**src/rtl/test_monitor_pkg.sv**
```systemverilog
// Shared encodings for the riscv_test_monitor block: per-hart and global run states
// and the tohost value that signals a passing test.
package test_monitor_pkg;

  typedef enum logic [1:0] {
    HART_RUN  = 2'd0,
    HART_PASS = 2'd1,
    HART_FAIL = 2'd2
  } hart_state_e;

  typedef enum logic [1:0] {
    GLB_RUN     = 2'd0,
    GLB_DONE    = 2'd1,
    GLB_TIMEOUT = 2'd2
  } glb_state_e;

  localparam int unsigned PASS_CODE = 1;

endpackage

```
**src/rtl/test_monitor_hart.sv**
```systemverilog
// One hart's tohost decoder and terminal state; optional self-loop stall detector
// is built only when TEST_MONITOR_STALL_DETECT_EN is defined.
module test_monitor_hart
  import test_monitor_pkg::*;
#(
  parameter int               XLEN         = 32,
  parameter logic [XLEN-1:0]  TOHOST_ADDR  = 32'h0000_1000
`ifdef TEST_MONITOR_STALL_DETECT_EN
  ,
  parameter int               STALL_CYCLES = 16
`endif
) (
  input  logic            clk,
  input  logic            rst,
  input  logic            st_valid_i,
  input  logic [XLEN-1:0] st_addr_i,
  input  logic [XLEN-1:0] st_data_i,
`ifdef TEST_MONITOR_STALL_DETECT_EN
  input  logic            retire_valid_i,
  input  logic [XLEN-1:0] retire_pc_i,
  input  logic [XLEN-1:0] gp_value_i,
`endif
  output logic [1:0]      state_o,
  output logic [XLEN-1:0] code_o
);

  hart_state_e     state_q, state_d;
  logic [XLEN-1:0] code_q, code_d;
  logic            tohost_hit;
  logic            stall_hit;
  logic            stall_pass;
  logic [XLEN-1:0] stall_code;

`ifdef TEST_MONITOR_STALL_DETECT_EN
  localparam int CNT_W = $clog2(STALL_CYCLES + 1);

  logic [CNT_W-1:0] run_q, run_d;
  logic [XLEN-1:0]  pc_q, pc_d;

  // A retire at a new pc restarts the count at one; the pc register itself is data.
  always_comb begin
    run_d     = run_q;
    pc_d      = pc_q;
    stall_hit = 1'b0;
    if (retire_valid_i && state_q == HART_RUN) begin
      pc_d      = retire_pc_i;
      run_d     = (run_q != '0 && retire_pc_i == pc_q) ? run_q + CNT_W'(1) : CNT_W'(1);
      stall_hit = (run_d == CNT_W'(STALL_CYCLES));
    end
  end

  always_ff @(posedge clk) begin
    if (rst) run_q <= '0;
    else     run_q <= run_d;
    pc_q <= pc_d;
  end

  assign stall_pass = (gp_value_i == XLEN'(PASS_CODE));
  assign stall_code = gp_value_i >> 1;
`else
  assign stall_hit  = 1'b0;
  assign stall_pass = 1'b0;
  assign stall_code = '0;
`endif

  // Even tohost values are syscall traffic; only odd values end the test.
  always_comb begin
    tohost_hit = st_valid_i && (st_addr_i == TOHOST_ADDR) && st_data_i[0];
    state_d    = state_q;
    code_d     = code_q;
    if (state_q == HART_RUN) begin
      if (tohost_hit) begin
        state_d = (st_data_i == XLEN'(PASS_CODE)) ? HART_PASS : HART_FAIL;
        code_d  = st_data_i >> 1;
      end else if (stall_hit) begin
        state_d = stall_pass ? HART_PASS : HART_FAIL;
        code_d  = stall_code;
      end
    end
  end

  always_ff @(posedge clk) begin
    if (rst) begin
      state_q <= HART_RUN;
      code_q  <= '0;
    end else begin
      state_q <= state_d;
      code_q  <= code_d;
    end
  end

  assign state_o = state_q;
  assign code_o  = code_q;

endmodule

```
**src/rtl/riscv_test_monitor.sv**
```systemverilog
// Multi-hart RISC-V test completion monitor: aggregates per-hart tohost verdicts,
// runs the cycle budget. Optional stall detection: TEST_MONITOR_STALL_DETECT_EN.
module riscv_test_monitor
  import test_monitor_pkg::*;
#(
  parameter int              XLEN         = 32,
  parameter int              N_HARTS      = 1,
  parameter logic [XLEN-1:0] TOHOST_ADDR  = 32'h0000_1000,
  parameter int              TIMEOUT      = 5000,
  parameter int              STALL_CYCLES = 16,
  localparam int             FH_W         = (N_HARTS > 1) ? $clog2(N_HARTS) : 1
) (
  input  logic                    clk,
  input  logic                    rst,
  input  logic [N_HARTS-1:0]      st_valid,
  input  logic [N_HARTS*XLEN-1:0] st_addr,
  input  logic [N_HARTS*XLEN-1:0] st_data,
`ifdef TEST_MONITOR_STALL_DETECT_EN
  input  logic [N_HARTS-1:0]      retire_valid,
  input  logic [N_HARTS*XLEN-1:0] retire_pc,
  input  logic [N_HARTS*XLEN-1:0] gp_value,
`endif
  output logic                    done,
  output logic                    pass,
  output logic                    fail,
  output logic                    timeout,
  output logic [FH_W-1:0]         fail_hart,
  output logic [XLEN-1:0]         fail_code,
  output logic [31:0]             cycle_count
);

  logic [1:0]      hart_st   [N_HARTS];
  logic [XLEN-1:0] hart_code [N_HARTS];

  for (genvar g = 0; g < N_HARTS; g++) begin : g_hart
    test_monitor_hart #(
      .XLEN         (XLEN),
      .TOHOST_ADDR  (TOHOST_ADDR)
`ifdef TEST_MONITOR_STALL_DETECT_EN
      ,
      .STALL_CYCLES (STALL_CYCLES)
`endif
    ) u_hart (
      .clk            (clk),
      .rst            (rst),
      .st_valid_i     (st_valid[g]),
      .st_addr_i      (st_addr[g*XLEN +: XLEN]),
      .st_data_i      (st_data[g*XLEN +: XLEN]),
`ifdef TEST_MONITOR_STALL_DETECT_EN
      .retire_valid_i (retire_valid[g]),
      .retire_pc_i    (retire_pc[g*XLEN +: XLEN]),
      .gp_value_i     (gp_value[g*XLEN +: XLEN]),
`endif
      .state_o        (hart_st[g]),
      .code_o         (hart_code[g])
    );
  end

  logic            all_term;
  logic            any_fail;
  logic            run_found;
  logic [FH_W-1:0] fail_idx;
  logic [FH_W-1:0] run_idx;
  logic [XLEN-1:0] fail_cd;
  logic            timeout_hit;

  glb_state_e      glb_q;
  logic [31:0]     cycle_q, cycle_d;
  logic            done_q, pass_q, fail_q, timeout_q;
  logic [FH_W-1:0] fail_hart_q;
  logic [XLEN-1:0] fail_code_q;

  // Lowest-index scan: first failing hart for DONE, first running hart for TIMEOUT.
  always_comb begin
    all_term  = 1'b1;
    any_fail  = 1'b0;
    run_found = 1'b0;
    fail_idx  = '0;
    run_idx   = '0;
    fail_cd   = '0;
    for (int h = 0; h < N_HARTS; h++) begin
      if (hart_st[h] == HART_RUN) begin
        all_term = 1'b0;
        if (!run_found) begin
          run_found = 1'b1;
          run_idx   = FH_W'(h);
        end
      end
      if (hart_st[h] == HART_FAIL && !any_fail) begin
        any_fail = 1'b1;
        fail_idx = FH_W'(h);
        fail_cd  = hart_code[h];
      end
    end
  end

  assign cycle_d     = (cycle_q == 32'hFFFF_FFFF) ? cycle_q : cycle_q + 32'd1;
  assign timeout_hit = ({1'b0, cycle_q} >= 33'(TIMEOUT));

  // Termination is checked before the budget so a tie resolves to DONE.
  always_ff @(posedge clk) begin
    if (rst) begin
      glb_q       <= GLB_RUN;
      cycle_q     <= '0;
      done_q      <= 1'b0;
      pass_q      <= 1'b0;
      fail_q      <= 1'b0;
      timeout_q   <= 1'b0;
      fail_hart_q <= '0;
      fail_code_q <= '0;
    end else if (glb_q == GLB_RUN) begin
      cycle_q <= cycle_d;
      if (all_term) begin
        glb_q       <= GLB_DONE;
        done_q      <= 1'b1;
        pass_q      <= !any_fail;
        fail_q      <= any_fail;
        fail_hart_q <= any_fail ? fail_idx : '0;
        fail_code_q <= any_fail ? fail_cd : '0;
      end else if (timeout_hit) begin
        glb_q       <= GLB_TIMEOUT;
        done_q      <= 1'b1;
        fail_q      <= 1'b1;
        timeout_q   <= 1'b1;
        fail_hart_q <= run_idx;
        fail_code_q <= '0;
      end
    end
  end

  assign done        = done_q;
  assign pass        = pass_q;
  assign fail        = fail_q;
  assign timeout     = timeout_q;
  assign fail_hart   = fail_hart_q;
  assign fail_code   = fail_code_q;
  assign cycle_count = cycle_q;

endmodule

```
**config.mk**
```make
export PLATFORM = sky130hd
export DESIGN_NAME = riscv_test_monitor
export DESIGN_NICKNAME = d
export VERILOG_FILES = /design/src/rtl/test_monitor_pkg.sv /design/src/rtl/test_monitor_hart.sv /design/src/rtl/riscv_test_monitor.sv
export SDC_FILE = /design/constraint.sdc
export NUM_CORES = 1
export LEC_CHECK = 0
export BUFFER_PORTS_ARGS = -buffer_cell sky130_fd_sc_hd__buf_2
export CAP_MARGIN = 20
export CORE_AREA = 2 2 123 125
export CTS_BUF_LIST = sky130_fd_sc_hd__clkbuf_2 sky130_fd_sc_hd__clkbuf_4 sky130_fd_sc_hd__clkbuf_8
export CTS_CLUSTER_DIAMETER = 80
export CTS_CLUSTER_SIZE = 30
export DETAILED_ROUTE_END_ITERATION = 7
export DIE_AREA = 0 0 125 127
export PLACE_DENSITY = 0.6
export SLEW_MARGIN = 20
export SYNTH_ARGS = -nofsm -noshare
export SYNTH_HDL_FRONTEND = slang
export SYNTH_SLANG_ARGS = --single-unit
```
**constraint.sdc**
```tcl
create_clock -name clk -period 5.1 [get_ports clk]
set_input_delay 0.51 -clock clk [delete_from_list [all_inputs] [get_ports clk]]
set_output_delay 0.51 -clock clk [all_outputs]
set_load 0.03 [all_outputs]
```
==> flow_summary.html <==
<table>
<tr><th>Metric</th><th>Value</th></tr>
<tr><th colspan="2">Cells and area</th></tr>
<tr><td>Share of post-route cells with drive strength above 1</td><td>27.0%</td></tr>
<tr><td>Final Util</td><td>37.1%</td></tr>
<tr><td>Area growth from synthesis to layout</td><td>24.0%</td></tr>
<tr><td>Antenna diode count</td><td>0</td></tr>
<tr><td>Layout net count</td><td>690</td></tr>
<tr><th colspan="2">Yosys</th></tr>
<tr><td>Proportion of netlist area held by the largest area contributor</td><td>47.3%</td></tr>
<tr><td>Area contributors post-synth</td><td>dfxtp_1 47%, mux2i_1 7.2%, a21oi_1 6.3%, nor2_1 5.4%, o21ai_0 5.0%</td></tr>
<tr><td>Sequential area share after synthesis</td><td>47.3%</td></tr>
<tr><td>Yosys cell types</td><td>46</td></tr>
<tr><td>Cell type contributing the most total cell area after synthesis</td><td>dfxtp_1</td></tr>
<tr><td>Number of enable flip-flop cells after synthesis</td><td>0</td></tr>
<tr><td>Number of cells produced by synthesis</td><td>504</td></tr>
<tr><td>Library cell with the highest instance count after synthesis</td><td>dfxtp_1</td></tr>
<tr><td>Primary flip-flop cell chosen by synthesis mapping</td><td>dfxtp_1</td></tr>
<tr><td>Ys async rst share</td><td>0%</td></tr>
<tr><td>Top cell types by occurrence after synthesis</td><td>102 x dfxtp_1, 62 x nor2_1, 54 x a21oi_1</td></tr>
<tr><td>Synth Area per Inst</td><td>8.56 µm²</td></tr>
<tr><td>Synth warn</td><td>0</td></tr>
<tr><td>Post-synthesis cell area</td><td>4310 µm²</td></tr>
<tr><td>Count of state elements after synthesis</td><td>102</td></tr>
<tr><th colspan="2">Route</th></tr>
<tr><td>Total wirelength of the detailed-routed design</td><td>11900 µm</td></tr>
<tr><td>Number of iterations in the first detailed-routing pass</td><td>4</td></tr>
<tr><td>Drt initial violations</td><td>234</td></tr>
<tr><td>Total number of vias</td><td>4076</td></tr>
<tr><td>Per-cell routed wire length</td><td>14.6 µm</td></tr>
<tr><td>Residual DRC</td><td>0</td></tr>
<tr><td>Vias per cell</td><td>5.03</td></tr>
<tr><td>Antenna violation net count after detailed routing</td><td>0</td></tr>
<tr><th colspan="2">STA</th></tr>
<tr><td>Worst Max-Slew Pin Slew</td><td>1.07 ns</td></tr>
<tr><td>Worst setup skew after layout</td><td>0.0130 ns</td></tr>
<tr><td>Worst slack on hold paths</td><td>0.374 ns</td></tr>
<tr><td>Maximum clock rate</td><td>0.387 GHz</td></tr>
<tr><td>Final Hold Viols</td><td>0</td></tr>
<tr><td>Final total negative setup slack</td><td>0 ns</td></tr>
<tr><td>Worst slew margin relative to its limit</td><td>28.4%</td></tr>
<tr><td>Final worst setup slack</td><td>2.52 ns</td></tr>
<tr><td>RSZ-0062 raised after global routing</td><td>false</td></tr>
<tr><td>Post-route clock period utilization</td><td>50.7%</td></tr>
<tr><td>Min cycle time layout</td><td>2.58 ns</td></tr>
<tr><td>Total of endpoints with negative setup slack in the final report</td><td>0</td></tr>
<tr><td>Max-slew violation total from the final report</td><td>0</td></tr>
<tr><th colspan="2">Critical path</th></tr>
<tr><td>Element type at the critical path end</td><td>flop</td></tr>
<tr><td>Data arrival time of the critical path</td><td>2.90 ns</td></tr>
<tr><td>Critical Setup Path Class</td><td>flop to flop</td></tr>
<tr><td>Standard cell with the maximum stage delay on the critical path</td><td>or4_4</td></tr>
<tr><td>Critical Path Fanout Max</td><td>9</td></tr>
<tr><td>Internal reg-to-reg setup slack</td><td>2.52 ns</td></tr>
<tr><td>Top cell family by delay on the critical path</td><td>simple AND/OR/NAND/NOR gates</td></tr>
<tr><td>Critical path required time</td><td>5.41 ns</td></tr>
<tr><td>Critical path, cell by cell</td><td>ha_1, nand4_1, or4_4, or3_1, or4_1, a21oi_1</td></tr>
<tr><td>Kind of launch point of the worst setup path</td><td>flop</td></tr>
<tr><td>Critical path buffer and inverter count</td><td>0</td></tr>
<tr><td>Delay of the slowest cell on the worst path</td><td>0.55 ns</td></tr>
<tr><th colspan="2">Die</th></tr>
<tr><td>Die Wd</td><td>125 µm</td></tr>
<tr><td>Area of the placeable core</td><td>14400 µm²</td></tr>
<tr><td>Die outline area</td><td>15900 µm²</td></tr>
<tr><td>Number of primary I/O pins</td><td>136</td></tr>
<tr><td>Height of the die</td><td>127 µm</td></tr>
<tr><td>Effective utilization at floorplan</td><td>29.9%</td></tr>
<tr><td>Row count</td><td>44</td></tr>
<tr><th colspan="2">Global route</th></tr>
<tr><td>Overall routing resource usage</td><td>15.0%</td></tr>
<tr><td>Grt total ovfl</td><td>0</td></tr>
<tr><td>Number of global-route vias before repair</td><td>3971</td></tr>
<tr><td>Global-route wire length before repair</td><td>19500 µm</td></tr>
<tr><td>Antenna violations before repair</td><td>0</td></tr>
<tr><td>Pin count of the biggest net entering global routing</td><td>105</td></tr>
<tr><th colspan="2">Power and ir drop</th></tr>
<tr><td>Logic gate share of total power</td><td>4.2%</td></tr>
<tr><td>Part of the power in the clock network</td><td>40.6%</td></tr>
<tr><td>Total power consumption of the routed design</td><td>1.45 mW</td></tr>
<tr><td>Register share of total power</td><td>55.2%</td></tr>
<tr><td>Power density over the cells</td><td>271 nW/µm²</td></tr>
<tr><td>Share of total power consumed by net switching</td><td>23.8%</td></tr>
<tr><td>Reported net switching power</td><td>0.346 mW</td></tr>
<tr><td>Peak supply drop</td><td>0.179 mV</td></tr>
<tr><td>Internal power summed over all cells</td><td>1.11 mW</td></tr>
<tr><td>Lkg Pwr</td><td>2.03 nW</td></tr>
<tr><th colspan="2">CTS</th></tr>
<tr><td>Number of buffers created by CTS</td><td>9</td></tr>
<tr><td># clock sinks</td><td>102</td></tr>
<tr><td>Register clock-pin slew on the reported worst setup and hold paths</td><td>0.10 ns</td></tr>
<tr><td>Clock network latency to the later pin of the worst-skew pair</td><td>0.38 ns</td></tr>
<tr><td>Hold buffers post-CTS</td><td>0</td></tr>
<tr><td>TritonCTS clock tree</td><td>built</td></tr>
<tr><td>Count of H-tree levels built during CTS</td><td>3</td></tr>
<tr><td>Resize count post-CTS</td><td>0</td></tr>
<tr><td>Clock tree buffer depth</td><td>2</td></tr>
<tr><td>Cell at the root of the clock tree</td><td>clkbuf_8</td></tr>
<tr><td>Setup fix buffers added after clock tree synthesis</td><td>0</td></tr>
<tr><th colspan="2">Placement</th></tr>
<tr><td>Routability congestion estimate</td><td>0.787</td></tr>
<tr><td>Buffers on Ports</td><td>133</td></tr>
<tr><td>Final HPWL from detailed placement</td><td>8260 µm</td></tr>
<tr><td>Post-Place Setup Slack</td><td>2.53 ns</td></tr>
<tr><th colspan="2">Min path</th></tr>
<tr><td>Type of the tightest min-delay check</td><td>input pin to flop</td></tr>
<tr><th colspan="2">Job</th></tr>
<tr><td>Max-cap violation count</td><td>0</td></tr>
<tr><th colspan="2">Status</th></tr>
<tr><td>Outcome</td><td>completed</td></tr>
</table>
## metrics by stage
stage          cells  area (µm²)
3_3_place_gp     794        5120
2_1_floorplan    505        4320
6_report         810        5350
4_1_cts          810        5350
3_5_place_dp     794        5120
5_1_grt          810        5350
## sequential cells by signal, indices dropped and copies added, names as in the netlist
signal,cells
g_hart.u_hart.state_o,2
fail,1
glb_q,2
g_hart.u_hart.code_o,31
pass,1
timeout,1
done,1
fail_code,31
cycle_count,32
## worst min-delay path: stages
cell     delay (ns)
buf_2          0.09
mux2i_1        0.06
nor2_1         0.07
## routing by layer
metal / global-route usage (%) / routed length [µm] / up-vias / part of all wire (%)
met3: 5.90 / 796 / 12 / 6.7
met5: 0 / 0 / - / 0
met1: 17.8 / 5290 / 1932 / 45
met2: 25.5 / 5640 / 101 / 48
met4: 3.92 / 133 / 0 / 1.1
li1: - / - / 2031 / -
## area by class of cell
type | instances | area (µm²)
Clock buffer | 9 | 124
Clock inverter | 7 | 106
Fill cell | 1540 | 9070
Inverter | 6 | 22.5
Multi-Input combinational cell | 365 | 2130
Sequential cell | 102 | 2040
Tap cell | 184 | 230
Timing Repair Buffer | 137 | 698
## worst paths after layout
path	from	to	depth (start not counted)
worst max-delay path	cycle_count[0]	cycle_count[28]	6
worst min-delay path	st_data[16]	g_hart[0].u_hart.code_o[15]	3
worst max register to register	cycle_count[0]	cycle_count[28]	6
worst min register to register	g_hart[0].u_hart.code_o[20]	fail_code[20]	2
## power groups by stage
stage / combinational [mW] / sequential [mW] / clock (mW)
after global placement: 0.0606 / 0.819 / 0
after global routing: 0.0676 / 0.802 / 0.644
after detailed placement: 0.0623 / 0.820 / 0
final: 0.0617 / 0.801 / 0.589
after CTS: 0.0625 / 0.801 / 0.610
after floorplan: 0.0229 / 0.823 / 0
## placed cells by master, fill, tap and decap left out, types with 10 or more instances in the layout
master,count
o21ai_0,43
nand3_1,21
nand2_1,43
mux2i_1,31
xnor2_1,11
a21oi_1,54
nor2_1,61
or3_1,10
dfxtp_1,102
buf_2,132
nor4_1,21
nand4_1,10
## cells by family after synthesis
group	after synthesis	synth area share, %
DFF	102	47.3
buffers and inverters	38	3.89
xor gates and xnor gates	12	2.44
AOI/OAI and AO/OA	118	15.1
and+or+nand+nor	198	22.9
adders and majority gates	2	0.580
other	1	0.0869
muxes	33	7.72
Note: power is estimated with default switching activity, not from simulation.
